===== src/rtl/cnn_pkg.sv =====
// Shared CNN datapath definitions: sample format, per-layer map geometry and
// the signed max helper used by the pooling stages.
package cnn_pkg;

    localparam int DATA_W = 16;

    localparam int L1_MAP_W   = 88;
    localparam int L1_OUT_W   = 44;
    localparam int L1_NUM_OUT = 1936;

    typedef logic signed [DATA_W-1:0] sample_t;

    function automatic sample_t smax(input sample_t a, input sample_t b);
        return (a > b) ? a : b;
    endfunction

endpackage


===== src/rtl/m_pool_1_8_line_buf.sv =====
// One pooled row of horizontal maxima from the even input row, held until the
// matching odd row arrives. Synchronous write, combinational read.
module pool_line_buf
    import cnn_pkg::*;
#(
    parameter int DEPTH = L1_OUT_W,
    parameter int AW    = $clog2(DEPTH)
) (
    input  logic          clk_i,
    input  logic          rst_i,
    input  logic          wr_en_i,
    input  logic [AW-1:0] wr_idx_i,
    input  sample_t       wr_data_i,
    input  logic [AW-1:0] rd_idx_i,
    output sample_t       rd_data_o
);

    sample_t mem_q [DEPTH];

    always_ff @(posedge clk_i or posedge rst_i) begin
        if (rst_i) begin
            for (int i = 0; i < DEPTH; i++) begin
                mem_q[i] <= '0;
            end
        end else if (wr_en_i) begin
            mem_q[wr_idx_i] <= wr_data_i;
        end
    end

    assign rd_data_o = mem_q[rd_idx_i];

endmodule


===== src/rtl/m_pool_1_8.sv =====
// 2x2 stride-2 signed max-pool after the first conv layer (88x88 -> 44x44).
// Define POOL_RELU_EN to clamp negative pooled results to zero.
module m_pool_1_8
    import cnn_pkg::*;
#(
    parameter int MAP_W   = L1_MAP_W,
    parameter int OUT_W   = L1_OUT_W,
    parameter int NUM_OUT = L1_NUM_OUT
) (
    input  logic                     clk_in,
    input  logic                     rst_n,
    input  logic                     start,
    input  logic signed [DATA_W-1:0] map_in,
    input  logic                     save_in,
    output logic signed [DATA_W-1:0] map_out,
    output logic                     save,
    output logic                     ready
);

    localparam int CW = $clog2(MAP_W);
    localparam int IW = $clog2(OUT_W);
    localparam int NW = $clog2(NUM_OUT + 1);

    logic [CW-1:0] col_q, col_d;
    logic [CW-1:0] row_q, row_d;
    sample_t       pair_q, pair_d;
    sample_t       map_out_q, map_out_d;
    logic          save_q, save_d;
    logic          ready_q, ready_d;
    logic [NW-1:0] out_cnt_q, out_cnt_d;

    logic          col_odd;
    logic          row_odd;
    logic          last_col;
    logic          last_row;
    logic          map_done;
    logic          lb_we;
    logic [IW-1:0] idx;
    sample_t       hmax;
    sample_t       vmax;
    sample_t       pooled;
    sample_t       lb_rd;

    always_comb begin
        col_odd  = col_q[0];
        row_odd  = row_q[0];
        last_col = (col_q == CW'(MAP_W - 1));
        last_row = (row_q == CW'(MAP_W - 1));
        map_done = (out_cnt_q == NW'(NUM_OUT));
        idx      = IW'(col_q >> 1);
        hmax     = smax(pair_q, map_in);
        vmax     = smax(lb_rd, hmax);
`ifdef POOL_RELU_EN
        pooled   = vmax[DATA_W-1] ? '0 : vmax;
`else
        pooled   = vmax;
`endif
        lb_we    = start && save_in && col_odd && !row_odd;
    end

    pool_line_buf #(
        .DEPTH (OUT_W),
        .AW    (IW)
    ) u_line_buf (
        .clk_i     (clk_in),
        .rst_i     (rst_n),
        .wr_en_i   (lb_we),
        .wr_idx_i  (idx),
        .wr_data_i (hmax),
        .rd_idx_i  (idx),
        .rd_data_o (lb_rd)
    );

    // Once the map is complete, samples still move the counters but no window emits.
    always_comb begin
        col_d     = col_q;
        row_d     = row_q;
        pair_d    = pair_q;
        map_out_d = map_out_q;
        save_d    = 1'b0;
        out_cnt_d = out_cnt_q;
        ready_d   = !map_done;

        if (!start) begin
            col_d     = '0;
            row_d     = '0;
            pair_d    = '0;
            map_out_d = '0;
        end else if (save_in) begin
            if (!col_odd) begin
                pair_d = map_in;
            end
            if (last_col) begin
                col_d = '0;
                row_d = last_row ? '0 : row_q + CW'(1);
            end else begin
                col_d = col_q + CW'(1);
            end
            if (col_odd && row_odd && !map_done) begin
                map_out_d = pooled;
                save_d    = 1'b1;
                out_cnt_d = out_cnt_q + NW'(1);
            end
        end
    end

    always_ff @(posedge clk_in or posedge rst_n) begin
        if (rst_n) begin
            col_q     <= '0;
            row_q     <= '0;
            pair_q    <= '0;
            map_out_q <= '0;
            save_q    <= 1'b0;
            ready_q   <= 1'b1;
            out_cnt_q <= '0;
        end else begin
            col_q     <= col_d;
            row_q     <= row_d;
            pair_q    <= pair_d;
            map_out_q <= map_out_d;
            save_q    <= save_d;
            ready_q   <= ready_d;
            out_cnt_q <= out_cnt_d;
        end
    end

    assign map_out = map_out_q;
    assign save    = save_q;
    assign ready   = ready_q;

endmodule

===== config.mk =====
export PLATFORM = sky130hd
export DESIGN_NAME = m_pool_1_8
export DESIGN_NICKNAME = d
export VERILOG_FILES = /design/src/rtl/cnn_pkg.sv /design/src/rtl/m_pool_1_8_line_buf.sv /design/src/rtl/m_pool_1_8.sv
export SDC_FILE = /design/constraint.sdc
export NUM_CORES = 2
export LEC_CHECK = 0
export CORE_MARGIN = 8
export CORE_UTILIZATION = 47
export CTS_BUF_LIST = sky130_fd_sc_hd__clkbuf_4
export DETAILED_ROUTE_END_ITERATION = 6
export GPL_TIMING_DRIVEN = 0
export HOLD_SLACK_MARGIN = 0.15
export SETUP_SLACK_MARGIN = 0.5
export SKIP_CTS_REPAIR_TIMING = 1
export SYNTH_ARGS = -nofsm -noshare
export SYNTH_HDL_FRONTEND = slang
export SYNTH_HIERARCHICAL = 1
export SYNTH_SLANG_ARGS = --single-unit

===== constraint.sdc =====
create_clock -name clk_in -period 30.9 [get_ports clk_in]
set_clock_uncertainty 0.1 [all_clocks]
set_input_delay 4.635 -clock clk_in [delete_from_list [all_inputs] [get_ports clk_in]]
set_output_delay 4.635 -clock clk_in [all_outputs]
set_load 0.05 [all_outputs]

==> results_dict.tcl <==
set metrics [dict create \
    status "finished, final reports clean" \
    grt_first_pass_wirelength_um 165000 \
    ant_nets 0 \
    timing.rr.end "map_out[7]$_DFFE_PP0P_" \
    timing.fmax_mhz 99.3 \
    first_pass_iters 5 \
    ys_top_cells_by_area "dfrtp_1 (52%), mux2_2 (23%), mux4_2 (7.9%), mux2i_1 (1.8%), nand2_1 (1.3%)" \
    worstSetupPathType "primary input to register" \
    finalCritPeriodShare 0.326 \
    clkLatencyLatePin_ns 1.03 \
    synth_area_mm2 0.0367 \
    slew_viol_final 0 \
    syn_to_final_growth_pct 12.3 \
    yosysTopAreaCellShare 0.520 \
    num_rows 102 \
    maxCapViolations 0 \
    crit_path_top_delay_cell "a221oi_1" \
    pwr_density_cell_mw_per_mm2 52.8 \
    syn_inst 2624 \
    period_needed_ns 10.07 \
    hold_depth 2 \
    clk_pin_slew_worst_paths_ns 0.06 \
    cts_buffer_depth 3 \
    reg2reg_depth 16 \
    synth.avg_cell_area_um2 14.0 \
    fin_tns_setup_ns 0 \
    grt_overflow 0 \
    rsz0062_at_grt "false" \
    drt-wirelength-per-cell_um 26.9 \
    grt_antenna_before_repair 4 \
    cts-buffers-inserted 199 \
    cp-start-kind "primary input" \
    drive_above_1_share 0.456 \
    hold-path-endpoint "map_out[4]$_DFFE_PP0P_" \
    whs_ns 0.380 \
    dieWidth_um 295 \
    via_per_inst 5.92 \
    path_cells "clkdlybuf4s50_1 -> inv_1 -> ha_1 -> nand4_1 -> or2_2 -> a211oi_1 -> o31a_1 -> clkbuf_1 -> buf_2 -> nand2_1 -> o21ai_1 -> buf_6 -> inv_1 -> ha_1 -> nand4_1 -> nor2_1 -> and3_1 -> o21ai_0 -> a221oi_1 -> a21boi_1 -> buf_2 -> nor4_1 -> o31ai_1" \
    ys_types 79 \
    p_leak_nw 19.6 \
    cts_root_buf "clkbuf_4" \
    place_area_mm2 0.0387 \
    r2r_start "col_q[3]$_DFFE_PP0P_" \
    die_h_um 295 \
    dpl.hpwl_um 79200 \
    routed_wl_um 109000 \
    grt_use_total 0.255 \
    drc 0 \
    ys_dominant_reg_cell "dfrtp_1" \
    pin_count 38 \
    worst_slew_pin_slew_ns 1.35 \
    vias 24042 \
    start_util 0.474 \
    vdd_drop_max_mv 0.0347 \
    cp.required_ns 31.69 \
    critPathCaptureType "register" \
    synth_async_sr_flop_share 1.00 \
    core_mm2 0.0773 \
    synth.net_count 2678 \
    hold_viol_final 0 \
    synth_edf_count 0 \
    setup_viol 0 \
    grt_max_degree 133 \
    finalPower_mw 2.17 \
    synth_warnings 6 \
    final_area_mm2 0.0412 \
    io_buffers 37 \
    dieArea_mm2 0.0872 \
    dr.first_iter.drc_count 1715 \
    arrival_ns 10.86 \
    cts.sinks 763 \
    cp_max_fo 10 \
    synth_area_leader_cell "dfrtp_1" \
    final_cell_mix "dfrtp_1 (762), mux2_2 (754), clkbuf_4 (296), mux4_2 (128), nand2_1 (127)" \
    gp_congestion 0.958 \
    ys_seq_area_frac 0.521 \
    h-tree-depth 4 \
    grt_pass1_vias 25727 \
    layout.nets 2933 \
    cts_tree "built" \
    max_slew_margin 0.0906 \
    layout_commonest_cell "dfrtp_1" \
    hp-start "map_out[4]$_DFFE_PP0P_" \
    ys_seq_elements 763 \
    hold_path.class "register to register" \
    fin_util 0.533 \
    fill_cells 6618 \
    slowest_delay_ns 0.55 \
    reg2reg_slack_ns 24.08 \
]
==> sequential cells by signal, indices dropped and copies added (netlist names) <==
name / cells
out_cnt_q: 11
u_line_buf/mem_q: 704
col_q: 7
save: 1
pair_q: 16
ready: 1
map_out: 16
row_q: 7
==> synthesized netlist by cell type, types with 4 or more instances <==
master / n
nand2_1: 127
nor2b_1: 18
nor2_2: 13
ha_1: 34
dfrtp_1: 762
o31ai_1: 16
nand2b_1: 8
mux2i_1: 66
nor4_1: 15
buf_1: 5
and2_1: 7
a21o_1: 4
a21boi_0: 18
a22oi_1: 17
nor2_4: 9
inv_1: 44
mux4_2: 128
buf_2: 68
nor2_1: 47
mux2_1: 10
and3_1: 10
mux2_2: 754
buf_6: 9
a21oi_1: 28
a31oi_1: 27
nand3_1: 17
a311oi_1: 20
nand4_1: 15
a22o_1: 17
clkbuf_1: 107
a211oi_1: 24
or2_2: 4
nand2_2: 7
o32ai_1: 17
o22ai_1: 13
xnor2_1: 13
o21ai_0: 29
nor3_1: 6
buf_4: 30
==> routing by layer <==
metal | wire (um) | part of all wire | up-vias | GRT usage
met5 | 0 | 0 | - | 0
met4 | 5020 | 0.046 | 0 | 0.127
met3 | 6670 | 0.061 | 228 | 0.0561
met2 | 51100 | 0.47 | 824 | 0.398
met1 | 46600 | 0.43 | 12671 | 0.336
li1 | - | - | 10319 | -
==> power by group <==
group          total, mW  internal [mW]  switching (mW)
logic              0.287         0.0885           0.198
clock network      0.864          0.452           0.412
registers           1.02           1.01         0.00999
==> how the worst max path moves through the flow <==
stage | from | to | slack (ns)
after floorplan | rst_n | u_line_buf/mem_q[0]$_DFFE_PP0P_ | 6.42
after global placement | rst_n | u_line_buf/mem_q[20]$_DFFE_PP0P_ | -0.26
after detailed placement | map_in[15] | map_out[8]$_DFFE_PP0P_ | 19.98
after CTS | map_in[15] | map_out[11]$_DFFE_PP0P_ | 21.13
after global routing | map_in[15] | map_out[11]$_DFFE_PP0P_ | 20.51
final | map_in[15] | map_out[8]$_DFFE_PP0P_ | 20.83
==> kinds of logic after synthesis <==
| group | share of synthesized area |
|---|---|
| compound gates | 0.0498 |
| xor+xnor | 0.00334 |
| fa+ha+maj | 0.0116 |
| buf+inv | 0.0351 |
| flops | 0.521 |
| mux | 0.331 |
| simple gates | 0.0485 |
==> worst max-delay path, delay by kind of cell <==
kind | cells | cell delay (ns)
AND/OR/NAND/NOR | 7 | 1.49
AO/OA/AOI/OAI | 7 | 1.99
buffers and inverters | 7 | 2.03
adder cells (fa/ha/maj) | 2 | 0.71
==> stage by stage <==
step           worst slack (ns)  cells
6_report                  20.83   4062
5_1_grt                   20.51   4059
4_1_cts                   21.13   4058
3_5_place_dp              19.98   3718
3_3_place_gp             -0.255   3701
2_1_floorplan              6.42   2624
==> area by class of cell <==
cell class                      count  area, um2  share of cell area
Sequential cell                   763      19100               0.463
Multi-Input combinational cell   1595      16300               0.396
Clock buffer                      296       2220              0.0539
Tap cell                         1040       1300              0.0316
Buffer                            221       1120              0.0271
Timing Repair Buffer               54        688              0.0167
Clock inverter                     44        259             0.00629
Inverter                           45        176             0.00428
Antenna cell                        4       10.0            0.000243
Power figures use the tool's default switching activity.
